<file path="src/rtl/classifier_pkg.sv">
// Shared types and helpers for the classifier energy-check block.
package classifier_pkg;

  typedef enum logic [1:0] {
    IDLE  = 2'd0,
    ACCUM = 2'd1,
    DONE  = 2'd2
  } state_e;

  // Accumulator width that cannot overflow with every bin at full scale.
  function automatic int calc_acc_w(input int bit_width, input int n_samples);
    return bit_width + $clog2(n_samples);
  endfunction

endpackage

</file>
<file path="src/rtl/classifier_energy_check_dpath.sv">
// Datapath: frame latches, bin index, masked-energy accumulator and threshold compare.
// CLASSIFIER_ENERGY_BIN_COUNT_EN adds a masked-bin counter output.
module classifier_energy_check_dpath
  import classifier_pkg::*;
#(
  parameter int  BIT_WIDTH = 32,
  parameter int  N_SAMPLES = 8,
  localparam int ACC_W     = calc_acc_w(BIT_WIDTH, N_SAMPLES),
  localparam int IDX_W     = $clog2(N_SAMPLES)
) (
  input  logic                 clk,
  input  logic                 reset_n,
  input  logic [BIT_WIDTH-1:0] mag_i [N_SAMPLES],
  input  logic                 mask_i [N_SAMPLES],
  input  logic [ACC_W-1:0]     threshold_i,
  input  logic                 load_i,
  input  logic                 step_i,
  output logic                 last_bin_o,
  output logic [ACC_W-1:0]     energy_o,
  output logic                 above_o
`ifdef CLASSIFIER_ENERGY_BIN_COUNT_EN
  ,
  output logic [$clog2(N_SAMPLES+1)-1:0] count_o
`endif
);

  logic [BIT_WIDTH-1:0] mag_q [N_SAMPLES];
  logic                 mask_q [N_SAMPLES];
  logic [ACC_W-1:0]     thr_q;
  logic [IDX_W-1:0]     idx_q, idx_d;
  logic [ACC_W-1:0]     acc_q, acc_d;
  logic                 last_bin;
  logic [ACC_W-1:0]     addend;

  // NOTE: the frame latches hold pure data that is always written on accept
  // before being read, so they carry no reset and map to plain flops/RAM.
  always_ff @(posedge clk) begin
    if (load_i) begin
      mag_q  <= mag_i;
      mask_q <= mask_i;
    end
  end

  assign last_bin = (idx_q == IDX_W'(N_SAMPLES - 1));

  // NOTE: every always_comb output gets a default first so no path leaves
  // it unassigned, which would otherwise infer a latch.
  always_comb begin
    addend = '0;
    idx_d  = idx_q;
    acc_d  = acc_q;
    if (mask_q[idx_q]) addend = ACC_W'(mag_q[idx_q]);
    if (load_i) begin
      idx_d = '0;
      acc_d = '0;
    end else if (step_i) begin
      idx_d = last_bin ? '0 : idx_q + IDX_W'(1);
      acc_d = acc_q + addend;
    end
  end

  // NOTE: sequential state uses non-blocking assignments so all flops sample
  // their next value from the same pre-edge snapshot.
  always_ff @(posedge clk or negedge reset_n) begin
    if (!reset_n) begin
      thr_q <= '0;
      idx_q <= '0;
      acc_q <= '0;
    end else begin
      if (load_i) thr_q <= threshold_i;
      idx_q <= idx_d;
      acc_q <= acc_d;
    end
  end

`ifdef CLASSIFIER_ENERGY_BIN_COUNT_EN
  localparam int CNT_W = $clog2(N_SAMPLES + 1);

  logic [CNT_W-1:0] cnt_q;

  always_ff @(posedge clk or negedge reset_n) begin
    if (!reset_n) begin
      cnt_q <= '0;
    end else if (load_i) begin
      cnt_q <= '0;
    end else if (step_i) begin
      cnt_q <= cnt_q + CNT_W'(mask_q[idx_q]);
    end
  end

  assign count_o = cnt_q;
`endif

  assign last_bin_o = last_bin;
  assign energy_o   = acc_q;
  // Strict unsigned compare: a total equal to the threshold does not classify.
  assign above_o    = (acc_q > thr_q);

endmodule

</file>
<file path="src/rtl/classifier_energy_check.sv">
// Masked-bin energy classifier: FSM and val/rdy handshake around the datapath.
// CLASSIFIER_ENERGY_BIN_COUNT_EN adds the send_count output.
module classifier_energy_check
  import classifier_pkg::*;
#(
  parameter int  BIT_WIDTH = 32,
  parameter int  N_SAMPLES = 8,
  localparam int ACC_W     = calc_acc_w(BIT_WIDTH, N_SAMPLES)
) (
  input  logic                 clk,
  input  logic                 reset_n,
  input  logic [BIT_WIDTH-1:0] recv_mag [N_SAMPLES],
  input  logic                 recv_mask [N_SAMPLES],
  input  logic [ACC_W-1:0]     recv_threshold,
  input  logic                 recv_val,
  output logic                 recv_rdy,
  output logic                 send_msg,
  output logic [ACC_W-1:0]     send_energy,
  output logic                 send_val,
  input  logic                 send_rdy
`ifdef CLASSIFIER_ENERGY_BIN_COUNT_EN
  ,
  output logic [$clog2(N_SAMPLES+1)-1:0] send_count
`endif
);

  state_e state_q, state_d;
  logic   load;
  logic   step;
  logic   last_bin;

  always_ff @(posedge clk or negedge reset_n) begin
    if (!reset_n) state_q <= IDLE;
    else          state_q <= state_d;
  end

  // recv_rdy is gated by reset_n so it reads 0 for the whole reset window.
  always_comb begin
    state_d  = state_q;
    recv_rdy = 1'b0;
    send_val = 1'b0;
    unique case (state_q)
      IDLE: begin
        recv_rdy = reset_n;
        if (recv_val && reset_n) state_d = ACCUM;
      end
      ACCUM: begin
        if (last_bin) state_d = DONE;
      end
      DONE: begin
        send_val = 1'b1;
        if (send_rdy) state_d = IDLE;
      end
      default: state_d = IDLE;
    endcase
  end

  assign load = recv_rdy && recv_val;
  assign step = (state_q == ACCUM);

  classifier_energy_check_dpath #(
    .BIT_WIDTH(BIT_WIDTH),
    .N_SAMPLES(N_SAMPLES)
  ) u_dpath (
    .clk        (clk),
    .reset_n    (reset_n),
    .mag_i      (recv_mag),
    .mask_i     (recv_mask),
    .threshold_i(recv_threshold),
    .load_i     (load),
    .step_i     (step),
    .last_bin_o (last_bin),
    .energy_o   (send_energy),
    .above_o    (send_msg)
`ifdef CLASSIFIER_ENERGY_BIN_COUNT_EN
    ,
    .count_o    (send_count)
`endif
  );

endmodule

</file>
<file path="config.mk">
export PLATFORM = sky130hd
export DESIGN_NAME = classifier_energy_check
export DESIGN_NICKNAME = d
export VERILOG_FILES = /design/src/rtl/classifier_pkg.sv /design/src/rtl/classifier_energy_check_dpath.sv /design/src/rtl/classifier_energy_check.sv
export SDC_FILE = /design/constraint.sdc
export NUM_CORES = 1
export LEC_CHECK = 0
export CAP_MARGIN = 20
export CORE_MARGIN = 4
export CORE_UTILIZATION = 42
export CTS_CLUSTER_SIZE = 25
export DETAILED_ROUTE_END_ITERATION = 6
export PLACE_DENSITY = 0.75
export SETUP_SLACK_MARGIN = 0.02
export SLEW_MARGIN = 20
export SYNTH_ARGS = -nofsm -noshare
export SYNTH_HDL_FRONTEND = slang
export SYNTH_HIERARCHICAL = 1
export SYNTH_SLANG_ARGS = --single-unit
</file>
<file path="constraint.sdc">
create_clock -name clk -period 22.7 [get_ports clk]
set_input_delay 4.54 -clock clk [delete_from_list [all_inputs] [get_ports clk]]
set_output_delay 4.54 -clock clk [all_outputs]
set_load 0.01 [all_outputs]
</file>
==> impl_metrics.json <==
{
  "end_kind": "output port",
  "synthMuxAreaShare": 0.1292,
  "hold-path-endpoint": "u_dpath/thr_q[0]",
  "place.port_buffers": 340,
  "ioPinCount": 341,
  "most-common-layout-cells": "clkdlybuf4s50_1 (339), edfxtp_1 (264), nor2_1 (81), dfrtp_1 (72), ha_1 (69)",
  "final_antenna_net_count": 0,
  "synth_nets": 1420,
  "skew_ns": 0.01616,
  "clkTransAtPathRegs_ns": 0.06,
  "mostFrequentLayoutCell": "clkdlybuf4s50_1",
  "gp_congestion": 0.8248,
  "drv_cap": 0,
  "viasPerCell": 5.318,
  "cp.required_ns": 18.16,
  "antenna_found_initial": 2,
  "syn_inst": 1047,
  "worstPathMaxFanout": 20,
  "crit_arrival_ns": 5.64,
  "tns_ns": 0,
  "holdCritStartpoint": "u_dpath/thr_q[0]",
  "grt_max_degree": 97,
  "gr-usage-all-layers": 0.1898,
  "yosys.area_share.simple": 0.06884,
  "async_flop_share": 0.2212,
  "synth_edf_count": 264,
  "start_kind": "input pin",
  "cts_tree": "yes",
  "worstHoldPathType": "reg2reg",
  "grt.overflow.total": 0,
  "final_core_util": 0.5654,
  "peakVddDrop_mv": 0.07022,
  "core_area_mm2": 0.03661,
  "power.density_mw_per_mm2": 132.4,
  "die_area_mm2": 0.04018,
  "wirelength_um": 38720,
  "hold_buffers": 0,
  "synth_compound_area_frac": 0.07785,
  "netlist.area_leader.share": 0.5096,
  "drc_errors": 0,
  "cts_root_buf": "clkbuf_16",
  "crit_type": "in2out",
  "ys_top_cells_by_area": "edfxtp_1 (51%), dfrtp_1 (12%), mux4_2 (9.6%)",
  "htreeDepth": 2,
  "detailedRoute.firstPassIterationCount": 7,
  "num_vias": 10040,
  "worstHoldPathCells": 1,
  "synth_area_mm2": 0.01556,
  "clock.fmax_mhz": 98.23,
  "synth_xor_area_frac": 0.01013,
  "hpwlAfterDp_um": 27980,
  "clock_sinks": 339,
  "clk_latency_ns": 0.54,
  "fin_crit_ns": 10.18,
  "status": "finished clean",
  "r2r-start": "u_dpath/idx_q[0]",
  "r2r_cells": 14,
  "synthAdderAreaFrac": 0.05678,
  "ctsResizeCount": 0,
  "grt_pass1_wl_um": 59900,
  "yosys_register_bits": 339,
  "placementRows": 70,
  "ys.flop_type": "edfxtp_1",
  "slew_headroom": 0.2918,
  "cts_buffers": 38,
  "reg2reg_slack_ns": 17.51,
  "r2r-end": "u_dpath/energy_o[34]",
  "dp.cells": 1818,
  "synth_cell_types": 74,
  "chipWidth_um": 200.5,
  "p_leak_nw": 7.696,
  "tightestPinTransition_ns": 1.062,
  "grt_pass1_vias": 10660,
  "wire_per_inst_um": 20.51,
  "fin_crit_sh": 0.4485,
  "hold_violations": 0,
  "syn_avg_cell_area_um2": 14.86,
  "cts_setup_buffers": 0,
  "synth.largest_area_cell": "edfxtp_1",
  "synth_top_family_by_area": "multiplexers",
  "die_y_um": 200.5,
  "fin_cells": 1888,
  "drive_gt1_frac": 0.1128,
  "ys_seq_area_frac": 0.6302,
  "drv_slew": 0,
  "start_util": 0.4249,
  "setup_viol": 0,
  "nets": 1763,
  "yosysWarningCount": 6,
  "rsz0062_at_grt": "false",
  "syn_to_final_growth_pct": 33.05,
  "cts.path.max_buffers": 3,
  "drt_iter0_drc": 564
}
[flip-flops by register name, summed over array words and instances (netlist names)]
signal            count
state_q               2
u_dpath/energy_o     35
u_dpath/idx_q         3
u_dpath/mag_q       256
u_dpath/mask_q        8
u_dpath/thr_q        35
[power by group]
| part | switching, W | internal, W |
|---|---|---|
| Combinational | 0.000650 | 0.000572 |
| Clock | 0.000244 | 0.000378 |
| Sequential | 0.0000955 | 0.000802 |
| Total | 0.000990 | 0.00175 |
[final cells by class]
class / instances / area [µm²]
inverter: 46 / 172.7
fill: 2896 / 15910
sequential: 339 / 9813
antenna: 2 / 5.005
clock buffer: 47 / 1026
clock inverter: 21 / 234.0
timing repair buffer: 352 / 3495
tap: 468 / 585.6
multi-input combinational: 613 / 5368
[through the flow]
step | hold slack, ns | area [µm²] | power, W | setup WS, ns
after detailed placement | 0.5052 | 19430 | 0.002141 | 12.48
after global placement | 0.5063 | 19430 | 0.002099 | 12.41
final | 0.5232 | 20700 | 0.002741 | 12.52
after floorplan | 0.4848 | 15560 | 0.001779 | 6.437
after CTS | 0.5272 | 20690 | 0.002777 | 12.47
after global routing | 0.5402 | 20700 | 0.002942 | 12.41
[worst max-delay path, stage by stage]
cell and delay [ns]:
buf_4 0.26, nor3b_1 0.23, clkdlybuf4s50_1 0.61
[logic make-up after synthesis]
kind of cell / count (synthesis)
multiplexers: 118
AND/OR/NAND/NOR: 227
XOR/XNOR: 18
flip-flops: 339
adder cells (fa/ha/maj): 70
AO/OA/AOI/OAI: 180
buffers and inverters: 95
[Yosys cell counts, types with 5 or more instances]
cell      count
o21ai_0      58
edfxtp_1    264
xnor2_1      11
mux2i_1      49
xor2_1        7
a21oi_1      34
nand4_1      18
nor2_1       82
inv_1        46
a21o_1       20
nand3_1      15
buf_1         5
nor2b_1       9
ha_1         69
buf_2         6
a22o_1        8
clkbuf_1     29
nor3_1        7
o21bai_1      7
nand2_1      65
dfrtp_1      75
mux4_2       66
o211ai_1      7
[metal layers]
| layer | global-route usage | vias up | part of all wire |
|---|---|---|---|
| met2 | 0.3335 | 303 | 0.51 |
| met5 | 0 | - | 0 |
| li1 | - | 4731 | - |
| met1 | 0.2298 | 4942 | 0.39 |
| met3 | 0.05460 | 65 | 0.068 |
| met4 | 0.05310 | 0 | 0.028 |
[worst max path at each step]
| stage | startpoint | end | slack (ns) | cells past startpoint |
|---|---|---|---|---|
| after floorplan | recv_val | u_dpath/energy_o[30] | 6.44 | 6 |
| after global placement | reset_n | recv_rdy | 12.41 | 3 |
| after detailed placement | reset_n | recv_rdy | 12.48 | 3 |
| after CTS | reset_n | recv_rdy | 12.47 | 3 |
| after global routing | reset_n | recv_rdy | 12.41 | 3 |
| final | reset_n | recv_rdy | 12.52 | 3 |
Power figures use the tool's default switching activity.
